--- config.mk ---
export PLATFORM = sky130hd
export DESIGN_NAME = apb_master
export DESIGN_NICKNAME = d
export VERILOG_FILES = /design/src/rtl/apb_master.sv
export SDC_FILE = /design/constraint.sdc
export NUM_CORES = 1
export LEC_CHECK = 0
export BUFFER_PORTS_ARGS = -buffer_cell sky130_fd_sc_hd__buf_4
export CAP_MARGIN = 20
export CORE_AREA = 2 2 104 106
export CTS_BUF_LIST = sky130_fd_sc_hd__clkbuf_8 sky130_fd_sc_hd__clkbuf_16
export DETAILED_ROUTE_END_ITERATION = 10
export DIE_AREA = 0 0 106 108
export GPL_ROUTABILITY_DRIVEN = 0
export PLACE_DENSITY = 0.83
export SKIP_LAST_GASP = 1
export SYNTH_ARGS = -nofsm -noshare
export SYNTH_HDL_FRONTEND = slang
export SYNTH_SLANG_ARGS = --single-unit
export TNS_END_PERCENT = 50
--- constraint.sdc ---
create_clock -name pclk -period 3.4 [get_ports pclk]
set_input_delay 0.34 -clock pclk [delete_from_list [all_inputs] [get_ports pclk]]
set_output_delay 0.34 -clock pclk [all_outputs]
set_load 0.05 [all_outputs]
--- src/rtl/apb_master.sv ---
// APB requester: takes one command at a time and runs it as an APB SETUP/ACCESS transfer,
// returning a single-cycle response pulse. Optional timeout aborts a stalled completer.
module apb_master #(
    parameter int unsigned ADDR_W  = 32,
    parameter int unsigned DATA_W  = 32,
    parameter int unsigned TIMEOUT = 16
) (
    input  logic              pclk,
    input  logic              presetn,
    input  logic              cmd_valid,
    output logic              cmd_ready,
    input  logic              cmd_write,
    input  logic [ADDR_W-1:0] cmd_addr,
    input  logic [DATA_W-1:0] cmd_wdata,
    output logic              rsp_valid,
    output logic [DATA_W-1:0] rsp_rdata,
    output logic              rsp_slverr,
    output logic              rsp_timeout,
    output logic              psel,
    output logic              penable,
    output logic              pwrite,
    output logic [ADDR_W-1:0] paddr,
    output logic [DATA_W-1:0] pwdata,
    input  logic [DATA_W-1:0] prdata,
    input  logic              pready,
    input  logic              pslverr
);

    typedef enum logic [1:0] {StIdle, StSetup, StAccess, StResp} state_e;

    state_e              state_q;
    logic [31:0]         wait_q;
    logic                psel_q;
    logic                penable_q;
    logic                pwrite_q;
    logic [ADDR_W-1:0]   paddr_q;
    logic [DATA_W-1:0]   pwdata_q;
    logic                rsp_valid_q;
    logic [DATA_W-1:0]   rsp_rdata_q;
    logic                rsp_slverr_q;
    logic                rsp_timeout_q;
    logic                timeout_hit;

    // The current ACCESS cycle is the TIMEOUT-th consecutive one without pready.
    assign timeout_hit = (TIMEOUT != 0) && (wait_q == TIMEOUT - 1);

    assign cmd_ready   = (state_q == StIdle) && presetn;

    assign psel        = psel_q;
    assign penable     = penable_q;
    assign pwrite      = pwrite_q;
    assign paddr       = paddr_q;
    assign pwdata      = pwdata_q;
    assign rsp_valid   = rsp_valid_q;
    assign rsp_rdata   = rsp_rdata_q;
    assign rsp_slverr  = rsp_slverr_q;
    assign rsp_timeout = rsp_timeout_q;

    always_ff @(posedge pclk) begin
        if (!presetn) begin
            state_q       <= StIdle;
            wait_q        <= '0;
            psel_q        <= 1'b0;
            penable_q     <= 1'b0;
            pwrite_q      <= 1'b0;
            paddr_q       <= '0;
            pwdata_q      <= '0;
            rsp_valid_q   <= 1'b0;
            rsp_rdata_q   <= '0;
            rsp_slverr_q  <= 1'b0;
            rsp_timeout_q <= 1'b0;
        end else begin
            unique case (state_q)
                StIdle: begin
                    if (cmd_valid) begin
                        paddr_q   <= cmd_addr;
                        pwdata_q  <= cmd_wdata;
                        pwrite_q  <= cmd_write;
                        psel_q    <= 1'b1;
                        penable_q <= 1'b0;
                        state_q   <= StSetup;
                    end
                end
                StSetup: begin
                    penable_q <= 1'b1;
                    wait_q    <= '0;
                    state_q   <= StAccess;
                end
                StAccess: begin
                    if (pready) begin
                        psel_q        <= 1'b0;
                        penable_q     <= 1'b0;
                        rsp_valid_q   <= 1'b1;
                        rsp_slverr_q  <= pslverr;
                        rsp_timeout_q <= 1'b0;
                        // Only clean reads return data.
                        rsp_rdata_q   <= (!pwrite_q && !pslverr) ? prdata : '0;
                        state_q       <= StResp;
                    end else if (timeout_hit) begin
                        psel_q        <= 1'b0;
                        penable_q     <= 1'b0;
                        rsp_valid_q   <= 1'b1;
                        rsp_slverr_q  <= 1'b1;
                        rsp_timeout_q <= 1'b1;
                        rsp_rdata_q   <= '0;
                        state_q       <= StResp;
                    end else begin
                        wait_q <= wait_q + 32'd1;
                    end
                end
                StResp: begin
                    rsp_valid_q <= 1'b0;
                    state_q     <= StIdle;
                end
                default: begin
                    state_q <= StIdle;
                end
            endcase
        end
    end

endmodule

; Word level (Yosys, flattened, before mapping)
; Cells that the tools add are included.
[word_totals]
in_bits = 102
output_inout_bits = 103
regBits = 136
wordCells = 58
[classes]
eq_ne = 8
reduce_logical = 17
addsub = 1
n_mux = 21
[op_table]
columns = operator, n
row1 = 32-bit two-way mux, 5
row2 = 32-bit case mux with 2 select lines, 1
row3 = "32-bit by 1-bit adder with 32-bit output, second input constant", 1
row4 = "32-bit by 4-bit equality test with 1-bit output, second input constant", 1
row5 = 3-bit AND reduction, 3
row6 = 1-bit two-way mux, 8
row7 = 2-bit case mux with 4 select lines, 1
row8 = 2-bit AND reduction, 4
row9 = 2-bit nonzero test, 4
row10 = 2-bit two-way mux, 3
row11 = "2-bit != test, second input constant", 3
row12 = "2-bit equality test, second input constant", 2
row13 = 1-bit case mux with 2 select lines, 2
row14 = "3-bit != test, second input constant", 1
row15 = 1-bit case mux with 3 select lines, 1
row16 = 3-bit nonzero test, 1
row17 = "2-bit by 1-bit equality test with 1-bit output, second input constant", 1
row18 = 1-bit logical AND, 2
row19 = 1-bit zero test, 2
row20 = 2-bit zero test, 1

; Depth between registers and ports, before layout
; Gate-level depths: netlist (run 1).
[logic_depth]
word_depth = 4
ltp_mapped = 9
depth_no_buf = 7

; Worst setup path before layout (run 1)
; No wires, ideal clock.
[synth_path]
path_kind = reg-to-reg
from = register state_q[0]
to = register wait_q[14]
required_time_ns = 3.330
path_slack_ns = 1.439
path_stages_with_launch = 10
setup_ns = 0.070
n_path_buf = 2
arrival_time_ns = 1.891
synth_period_minus_slack_ns = 1.961
path_cell_list = dfxtp_1 > inv_1 > ha_1 > buf_2 > nor2b_1 > and3_1 > buf_2 > o21ai_1 > or4_1 > a21oi_1
[synth_via]
elab_chain_len = 3
elab_cells_between_ends = 7
cone_classes = eq/ne (4) / mux (1) / reduce/logical (2)
[synth_rtl]
columns = element, line_no
row1 = from (decl), 31  ; state_e state_q;
row2 = from (signal assigned), 61  ; state_q <= StIdle;
row3 = from (signal assigned), 81  ; state_q <= StSetup;
row4 = from (signal assigned), 87  ; state_q <= StAccess;
row5 = 2-bit equality test or 2-bit by 1-bit equality test with 1-bit output (tied branches), 73  ; unique case (state_q)
row6 = 2-bit != test (no line) or 2-bit nonzero test (tied branches), --
row7 = 3-bit AND reduction (no line), --
row8 = to (signal assigned), 108  ; wait_q <= wait_q + 32'd1;
row9 = to (decl), 32  ; logic [31:0] wait_q;
; Several ways; a longest one is shown, not always the timed one.
; A chain may end at the register's enable or synchronous reset.

; Worst setup path after layout (run 1)
[layout_path]
from = register wait_q[0]
to = register wait_q[13]
[layout_via]
elab_chain_len = 4
elab_cells_between_ends = 7
cone_classes = add/sub (1) / eq/ne (2) / mux (3) / reduce/logical (1)
[layout_rtl]
columns = element, line_no
row1 = 32-bit by 1-bit adder with 32-bit output, 108
row2 = 32-bit two-way mux, 99  ; end else if (timeout_hit) begin
row3 = 32-bit two-way mux, 90  ; if (pready) begin
row4 = 32-bit case mux with 2 select lines, 73
; Several ways; a longest one is shown, not always the timed one. The select of a mux whose other input is x is not followed.

==> results of run 1 <==
## stage by stage
step	setup WS, ns	hold WS (ns)	cell area, um^2	total power, mW
CTS	0.992	0.0143	7360	5.13
finish	0.930	0.0326	7380	5.13
floorplan	1.44	0.446	5230	2.97
detailed placement	0.998	0.448	6820	3.47
global route	0.709	0.0193	7380	5.33
global placement	1.18	0.442	6820	3.42
## sequential cells by signal (all words and copies together) (netlist names)
| register | cells |
|---|---|
| rsp_slverr | 1 |
| rsp_valid | 1 |
| pwrite | 1 |
| psel | 1 |
| penable | 1 |
| rsp_rdata | 32 |
| paddr | 32 |
| wait_q | 32 |
| pwdata | 32 |
| rsp_timeout | 1 |
| state_q | 2 |
## cell usage after synthesis, types with 2 or more instances
library cell and number:
a21oi_1 75, a22o_1 32, and2_1 5, and3_1 2, buf_1 8, buf_2 4
clkbuf_1 24, dfxtp_1 136, ha_1 6, inv_1 7, mux2i_1 7, nand2_1 165
nand2b_1 7, nand3_1 14, nand4_1 7, nor2_1 16, nor2b_1 3, nor3_1 5
nor4_1 10, nor4_2 2, o211ai_1 11, o21a_1 3, o21ai_0 6, o21ai_1 3
o31ai_1 3, o41ai_1 5, or3_1 4, or4_1 4, xor2_1 5
## worst max-delay path: stages (launching register included)
cell and delay (ns):
dfxtp_1 0.37, ha_1 0.24, nor4bb_1 0.29, nand4_1 0.33, o211ai_1 0.81, o21ai_0 0.20
a21oi_1 0.15
## routing by layer
layer | routed length (um) | part of all wire (%) | track usage, %
met4 | 545 | 3.7 | 12.5
met2 | 7380 | 50 | 44.8
met1 | 5890 | 39 | 28.2
met5 | 0 | 0 | 0
met3 | 1090 | 7.3 | 6.69
## power by group through the flow
stage / clock (mW) / combinational (mW) / sequential [mW]
global route: 1.76 / 1.68 / 1.89
finish: 1.68 / 1.58 / 1.87
floorplan: 0 / 0.512 / 2.45
CTS: 1.69 / 1.57 / 1.87
detailed placement: 0 / 1.56 / 1.90
global placement: 0 / 1.53 / 1.89
## final cells by class
class                   instances  area [um^2]
well taps                     136          170
repair buffers                210         1590
fillers                       718         2850
clock buffers                  17          414
inverters                       8         30.0
clock inverters                14          123
multi-input cells             419         2330
flip-flops and latches        136         2720
## final timing paths
check	start	slack [ns]	end	cells after the start
max reg2reg	wait_q[0]	0.93	wait_q[13]	6
min reg2reg	pwdata[21]	0.45	pwdata[21]	2
min	prdata[27]	0.03	rsp_rdata[27]	2
max	wait_q[0]	0.93	wait_q[13]	6
## logic make-up after synthesis
family | share of synthesized area (%)
AO/OA/AOI/OAI | 18.1
XOR/XNOR | 0.838
adder cells (fa/ha/maj) | 1.44
buffers and inverters | 3.61
flip-flops | 52.1
multiplexers | 1.56
AND/OR/NAND/NOR | 22.4
==> results.json, run 1 <==
{
  "p_sw_share_pct": 37.3,
  "grt_max_degree": 66,
  "synth-edff-count": 0,
  "synth_seq_cells": 136,
  "power.leakage_nw": 3.16,
  "post_synth_num_cell_types": 51,
  "fmax_mhz": 405,
  "yosys_warnings": 0,
  "rsz0062_at_grt": "false",
  "period_minus_slack_ns": 2.47,
  "grt_usage_pct": 25.3,
  "finalCritPeriodShare_pct": 72.6,
  "critPathCaptureType": "flop",
  "synth-seq-area-share_pct": 52.1,
  "ir_drop_uv": 416,
  "start_kind": "flop",
  "cts_tree": "yes",
  "drc": 0,
  "timing_worst_slew_pin_value_ns": 0.924,
  "synth_top_area_share_pct": 52.1,
  "p_seq_share_pct": 36.5,
  "dr.pass1.iters": 5,
  "synthTopCellsByArea": "dfxtp_1 (52%), nand2_1 (12%), a21oi_1 (7.2%), a22o_1 (5.4%), clkbuf_1 (1.7%)",
  "power.density_nw_per_um2": 696,
  "grt.overflow.total": 0,
  "syn_nets": 709,
  "cts_hold_buf": 0,
  "die_y_um": 108,
  "clk_pin_slew_ns": 0.07,
  "crit_fanout": 12,
  "n_antenna_cell": 0,
  "worstSkewPairLatency_ns": 0.52,
  "cts_buffers": 17,
  "utilization_pct": 72.1,
  "cts_resized": 0,
  "drt_iter0_drc": 330,
  "crit_arrival_ns": 2.91,
  "syn_area_um2": 5230,
  "report.final.setup_viol": 0,
  "synth_cells": 601,
  "start_util_pct": 51.1,
  "die_width_um": 106,
  "grt_pass1_wl_um": 23100,
  "fin_skew_ns": 0.0132,
  "wl_um": 14900,
  "grt_pass1_vias": 5012,
  "p_comb_share_pct": 30.8,
  "criticalPathCategory": "reg -> reg",
  "io_pins": 205,
  "hold_viol_final": 0,
  "status": "complete, no violations",
  "dp_cells": 908,
  "maxSlewViolCount": 0,
  "portBuffers": 204,
  "core_area_um2": 10200,
  "ys_async_sr_fraction_pct": 0,
  "die_area_um2": 11400,
  "final_cell_count_no_fill": 940,
  "post_cts_buffers": 0,
  "maxSlewHeadroom_pct": 38.2,
  "clockBufferDepth": 2,
  "hold_path_class": "in -> reg",
  "timing.setup.tns_ns": 0,
  "antenna_found_initial": 0,
  "htreeDepth": 4,
  "fin_nets": 900,
  "antenna_left": 0,
  "via_per_inst": 5.52,
  "p_sw_mw": 1.92,
  "cts_sinks": 136,
  "max-cap-violations": 0,
  "intPower_mw": 3.22,
  "synth_flop_cell": "dfxtp_1",
  "layout-drive-gt1-share_pct": 31.8,
  "wire_per_inst_um": 15.9,
  "final_common_cell": "buf_4",
  "dp_hpwl_um": 10500,
  "vias": 5193,
  "final_cell_mix": "buf_4 (209), nand2_1 (164), dfxtp_1 (136), a21oi_1 (74), a22o_1 (32)",
  "required_ns": 3.84,
  "root_buffer": "clkbuf_8",
  "avgSynthCellArea_um2": 8.70,
  "rows": 37,
  "power_frac_clock_pct": 32.7,
  "yosysTopAreaCell": "dfxtp_1",
  "area_delta_synth_final_pct": 41.1
}
Note: power is estimated with default switching activity, not from simulation.
==> inputs of run 2 (changes only) <==
- CORE_AREA: 2 2 104 106 -> 2 2 112 114
- DIE_AREA: 0 0 106 108 -> 0 0 114 116
- PLACE_DENSITY: 0.83 -> 0.76
- clock period: 3.4 -> 2 ns (I/O delays scaled with it)
==> run 2 against run 1 <==
Compared with the run above: setup slack worse by 0.89 ns; critical path depth rose by 2; wire length is 2.6% higher; sequential share of layout area shrank 2.6 points; combinational power is 77% higher; largest power group unchanged.
==> results.json, run 2 (synthesis results as in run 1) <==
{
  "report.final.setup_viol": 0,
  "die_y_um": 116,
  "worstSkewPairLatency_ns": 0.41,
  "fin_nets": 949,
  "io_pins": 205,
  "critPathMaxStageDelay_ns": 0.53,
  "seq_area_um2": 2720,
  "power_frac_clock_pct": 34.7,
  "antenna_left": 0,
  "area_delta_synth_final_pct": 51.9,
  "cts_tree": "yes",
  "maxSlewHeadroom_pct": 72.9,
  "hold_path_class": "in -> reg",
  "hold_viol_final": 0,
  "multiInputGateArea_um2": 2350,
  "r2r_cells": 8,
  "core_area_um2": 11900,
  "finalCritPeriodShare_pct": 98.1,
  "final_cell_mix": "buf_4 (234), nand2_1 (164), dfxtp_1 (136), a21oi_1 (74), a22o_1 (32)",
  "cts_buffers": 17,
  "holdPathStages": 2,
  "grt.overflow.total": 0,
  "crit_slowest_cell": "or4_2",
  "rsz0062_at_grt": "true",
  "start_util_pct": 43.9,
  "timing.setup.tns_ns": 0,
  "wire_per_inst_um": 15.3,
  "n_fill_cell": 947,
  "required_ns": 2.35,
  "start_kind": "flop",
  "crit_buf_inv": 3,
  "setup_ws_ns": 0.0372,
  "intPower_mw": 5.92,
  "layout-drive-gt1-share_pct": 33.8,
  "crit_fanout": 12,
  "p_total_mw": 9.17,
  "grt_pass1_vias": 5005,
  "clk_pin_slew_ns": 0.06,
  "dr.pass1.iters": 5,
  "antenna_found_initial": 0,
  "max-cap-violations": 0,
  "status": "complete, no violations",
  "crit_arrival_ns": 2.31,
  "grt_max_degree": 66,
  "criticalPathCategory": "reg -> reg",
  "dp_hpwl_um": 10700,
  "dp_slack_ns": 0.00358,
  "p_seq_share_pct": 34.7,
  "wl_um": 15300,
  "p_sw_share_pct": 35.5,
  "portBuffers": 204,
  "min_to": "rsp_rdata[16]",
  "grt_pass1_wl_um": 23600,
  "hp-start": "prdata[16]",
  "die_area_um2": 13200,
  "fin_skew_ns": 0.00784,
  "grt_usage_pct": 22.3,
  "power.leakage_nw": 3.43,
  "drc": 0,
  "post_cts_buffers": 0,
  "cts_sinks": 136,
  "timing_worst_slew_pin_value_ns": 0.403,
  "r2r-start": "state_q[0]",
  "n_antenna_cell": 0,
  "rows": 40,
  "path_common_cell": "buf_4",
  "r2r_end": "wait_q[7]",
  "via_per_inst": 5.33,
  "ir_drop_uv": 680,
  "cp_top_family": "simple AND/OR/NAND/NOR gates",
  "power.density_nw_per_um2": 1150,
  "root_buffer": "clkbuf_16",
  "period_minus_slack_ns": 1.96,
  "p_comb_share_pct": 30.6,
  "path_cells": "inv_1, ha_1, nor2b_1, buf_4, o211ai_1, buf_4, or4_2, nand2_1",
  "rrSetupSlack_ns": 0.04,
  "clockBufferDepth": 2,
  "die_width_um": 114,
  "htreeDepth": 4,
  "final_common_cell": "buf_4",
  "fmax_mhz": 509,
  "vias": 5337,
  "critPathCaptureType": "flop",
  "p_sw_mw": 3.25,
  "maxSlewViolCount": 0,
  "drt_iter0_drc": 348
}
run 2: cell count changes in the layout (fill, tap and decap cells not counted), sizes merged:
cell / previous run / this run
clkbuf: 17 / 18
clkinvlp: 1 / 2
dlygate4sd3: 0 / 22
clkinv: 6 / 5
bufinv: 1 / 3
buf: 210 / 237
inv: 14 / 12
run 2: worst reg2reg max path: cells and delay by family, from the launching register on:
family / cells / cell delay, ns
and+or+nand+nor: 3 / 0.84
AOI/OAI and AO/OA: 1 / 0.10
DFF: 1 / 0.33
adders and majority gates: 1 / 0.18
buffers and inverters: 3 / 0.46
run 2: through the flow:
step           hold WS [ns]  instance area [um^2]  utilization, %  std cells
2_1_floorplan         0.333                  5230               -        601
3_3_place_gp          0.415                  7060            59.3        946
3_5_place_dp          0.423                  7060            59.3        946
4_1_cts            0.000913                  7900            66.3       1000
5_1_grt             0.00399                  7940            66.7       1001
6_report             0.0139                  7940            66.7       1001
run 2: layout make-up:
type,count,area share [%]
flip-flops and latches,136,34.3
multi-input cells,419,29.6
repair buffers,259,25.7
clock buffers,18,5.53
well taps,147,2.32
clock inverters,14,2.19
inverters,8,0.378
run 2: worst max path at each step:
| stage | end | start | slack (ns) | cells past startpoint |
|---|---|---|---|---|
| 4_1_cts | paddr[31] | state_q[0] | 0.00006 | 5 |
| 3_5_place_dp | pwdata[26] | state_q[0] | 0.004 | 5 |
| 5_1_grt | wait_q[7] | state_q[0] | -0.08 | 8 |
| 2_1_floorplan | wait_q[14] | state_q[0] | 0.04 | 9 |
| 6_report | wait_q[7] | state_q[0] | 0.04 | 8 |
| 3_3_place_gp | paddr[23] | state_q[0] | 0.1 | 5 |
run 2: metal layers:
metal	global-route usage [%]	wire [um]
met5	0	0
met4	8.05	257
met1	25.7	6100
met2	39.3	7860
met3	6.96	1090
run 2: power groups by stage:
stage                     sequential (mW)  clock [mW]  combinational (mW)
final                                3.18        3.18                2.80
after detailed placement             3.23           0                2.74
after global routing                 3.21        3.36                2.98
after global placement               3.22           0                2.67
after CTS                            3.18        3.24                2.77
after floorplan                      4.17           0               0.871
run 2: repair_timing:
action | in CTS | in global routing
hold buffers | 22 | 0
gates resized for setup | 0 | 5
hold endpoints to repair | 22 | 0
endpoints found under the setup margin | 0 | 50
==> inputs of run 3 (changes only) <==
- CORE_AREA: 2 2 112 114 -> 2 2 104 106
- DIE_AREA: 0 0 114 116 -> 0 0 106 108
- PLACE_DENSITY: 0.76 -> 0.83
- clock period: 2 -> 2.45 ns (I/O delays scaled with it)
==> run 3 against run 2 <==
Compared with the run above: fmax decreased by 15%; core utilization increased by 16 points; sequential cell count unchanged; total power decreased by 16%; die area decreased by 13%; largest power group unchanged; highest routed layer unchanged.
==> results.json, run 3 (synthesis results as in run 1) <==
{
  "n_fill_cell": 472,
  "maxSlewViolCount": 0,
  "grt_usage_pct": 37.2,
  "layout-drive-gt1-share_pct": 29.1,
  "vias": 6245,
  "n_antenna_cell": 0,
  "max-cap-violations": 0,
  "hold_viol_final": 0,
  "hp-start": "presetn",
  "report.final.setup_viol": 0,
  "antenna_left": 0,
  "path_cells": "inv_1, ha_1, nor2b_1, and3_1, o21ai_1, or4_1, a21oi_1",
  "io_pins": 205,
  "met2_wirelength_um": 10600,
  "cts_tree": "yes",
  "finalCritPeriodShare_pct": 93.9,
  "crit_buf_inv": 1,
  "antenna_found_initial": 0,
  "status": "complete, no violations",
  "wl_met3_um": 1970,
  "core_area_um2": 10200,
  "hold_slack_ns": 0.0750,
  "start_util_pct": 51.1,
  "final_cell_mix": "buf_4 (218), nand2_1 (164), dfxtp_1 (136), dlygate4sd3_1 (97), a21oi_1 (74)",
  "cts_buffers": 17,
  "critPathMaxStageDelay_ns": 0.45,
  "area_delta_synth_final_pct": 62.1,
  "p_total_mw": 7.70,
  "cp_top_family": "simple AND/OR/NAND/NOR gates",
  "clk_pin_slew_ns": 0.06,
  "r2r_cells": 7,
  "htreeDepth": 4,
  "maxSlewHeadroom_pct": 53.8,
  "worstSkewPairLatency_ns": 0.54,
  "timing.setup.tns_ns": 0,
  "timing_worst_slew_pin_value_ns": 0.687,
  "grt_pass1_wl_um": 33100,
  "root_buffer": "clkbuf_8",
  "grt.overflow.total": 0,
  "power.density_nw_per_um2": 908,
  "grt_max_degree": 66,
  "portBuffers": 204,
  "dr.pass1.iters": 7,
  "dp_cells": 919,
  "placed_cell_area_um2": 6920,
  "critPathCaptureType": "flop",
  "die_width_um": 106,
  "grt_pass1_vias": 6508,
  "period_minus_slack_ns": 2.30,
  "crit_fanout": 7,
  "fin_skew_ns": 0.00774,
  "dp_hpwl_um": 10500,
  "drt_iter0_drc": 936,
  "top_layer": "met4",
  "crit_slowest_cell": "or4_1",
  "clockBufferDepth": 2,
  "fin_area_um2": 8480,
  "rsz0062_at_grt": "false",
  "holdPathStages": 3,
  "ir_drop_uv": 552,
  "die_area_um2": 11400,
  "rrSetupSlack_ns": 0.15,
  "start_kind": "flop",
  "final_cell_count_no_fill": 1046,
  "criticalPathCategory": "reg -> reg",
  "hold_path_class": "in -> reg",
  "drt-met1-wl_um": 7370,
  "drc": 0,
  "wl_um": 21300,
  "r2r-start": "state_q[0]",
  "cts_sinks": 136,
  "fmax_mhz": 435,
  "rows": 37,
  "crit_arrival_ns": 2.76,
  "via_per_inst": 5.97,
  "r2r_end": "wait_q[14]",
  "required_ns": 2.91,
  "post_cts_buffers": 0,
  "final_common_cell": "buf_4",
  "die_y_um": 108,
  "wire_per_inst_um": 20.4,
  "min_to": "rsp_timeout",
  "power.leakage_nw": 3.63,
  "fin_nets": 1007
}
run 3: how the worst max path moves through the flow:
stage	from	to	slack, ns	depth (start not counted)
floorplan	state_q[0]	wait_q[14]	0.49	9
global route	state_q[0]	wait_q[14]	0.04	7
finish	state_q[0]	wait_q[14]	0.15	7
CTS	state_q[0]	wait_q[14]	0.32	7
global placement	wait_q[0]	rsp_rdata[11]	0.30	6
detailed placement	state_q[0]	wait_q[14]	0.35	7
run 3: per-layer routing:
metal	up-vias	track usage (%)
met5	-	0
li1	2695	-
met3	132	11.0
met1	2896	39.3
met4	0	23.9
met2	522	64.9
run 3: power breakdown:
part	leakage (nW)	total [mW]	switching, mW	internal (mW)
logic	2.24	2.50	1.70	0.793
clock network	0.280	2.57	1.01	1.56
registers	1.11	2.63	0.173	2.46
total	3.63	7.70	2.88	4.82
run 3: what timing repair did:
action                    4_1_cts  5_1_grt
hold buffers                   97        0
gates resized for setup         0        0
hold endpoints to repair       97        0
run 3: worst register-to-register path, stage by stage, from the launching register on:
cell and delay, ns:
dfxtp_1 0.34, inv_1 0.13, ha_1 0.20, nor2b_1 0.31
and3_1 0.37, o21ai_1 0.26, or4_1 0.45, a21oi_1 0.17
run 3: layout make-up:
class                      count  area (um^2)  area share (%)
clock inverter                12          153            1.80
sequential                   136         2720            32.1
tap                          136          170            2.01
timing repair buffer         317         2640            31.2
inverter                       8         30.0           0.354
multi-input combinational    419         2330            27.5
clock buffer                  18          428            5.05
run 3: metrics by stage:
| stage | utilization [%] | setup slack [ns] |
|---|---|---|
| 6_report | 82.8 | 0.150 |
| 5_1_grt | 82.8 | 0.0440 |
| 4_1_cts | 82.8 | 0.315 |
| 3_5_place_dp | 67.7 | 0.351 |
| 3_3_place_gp | 67.5 | 0.296 |
| 2_1_floorplan | - | 0.489 |
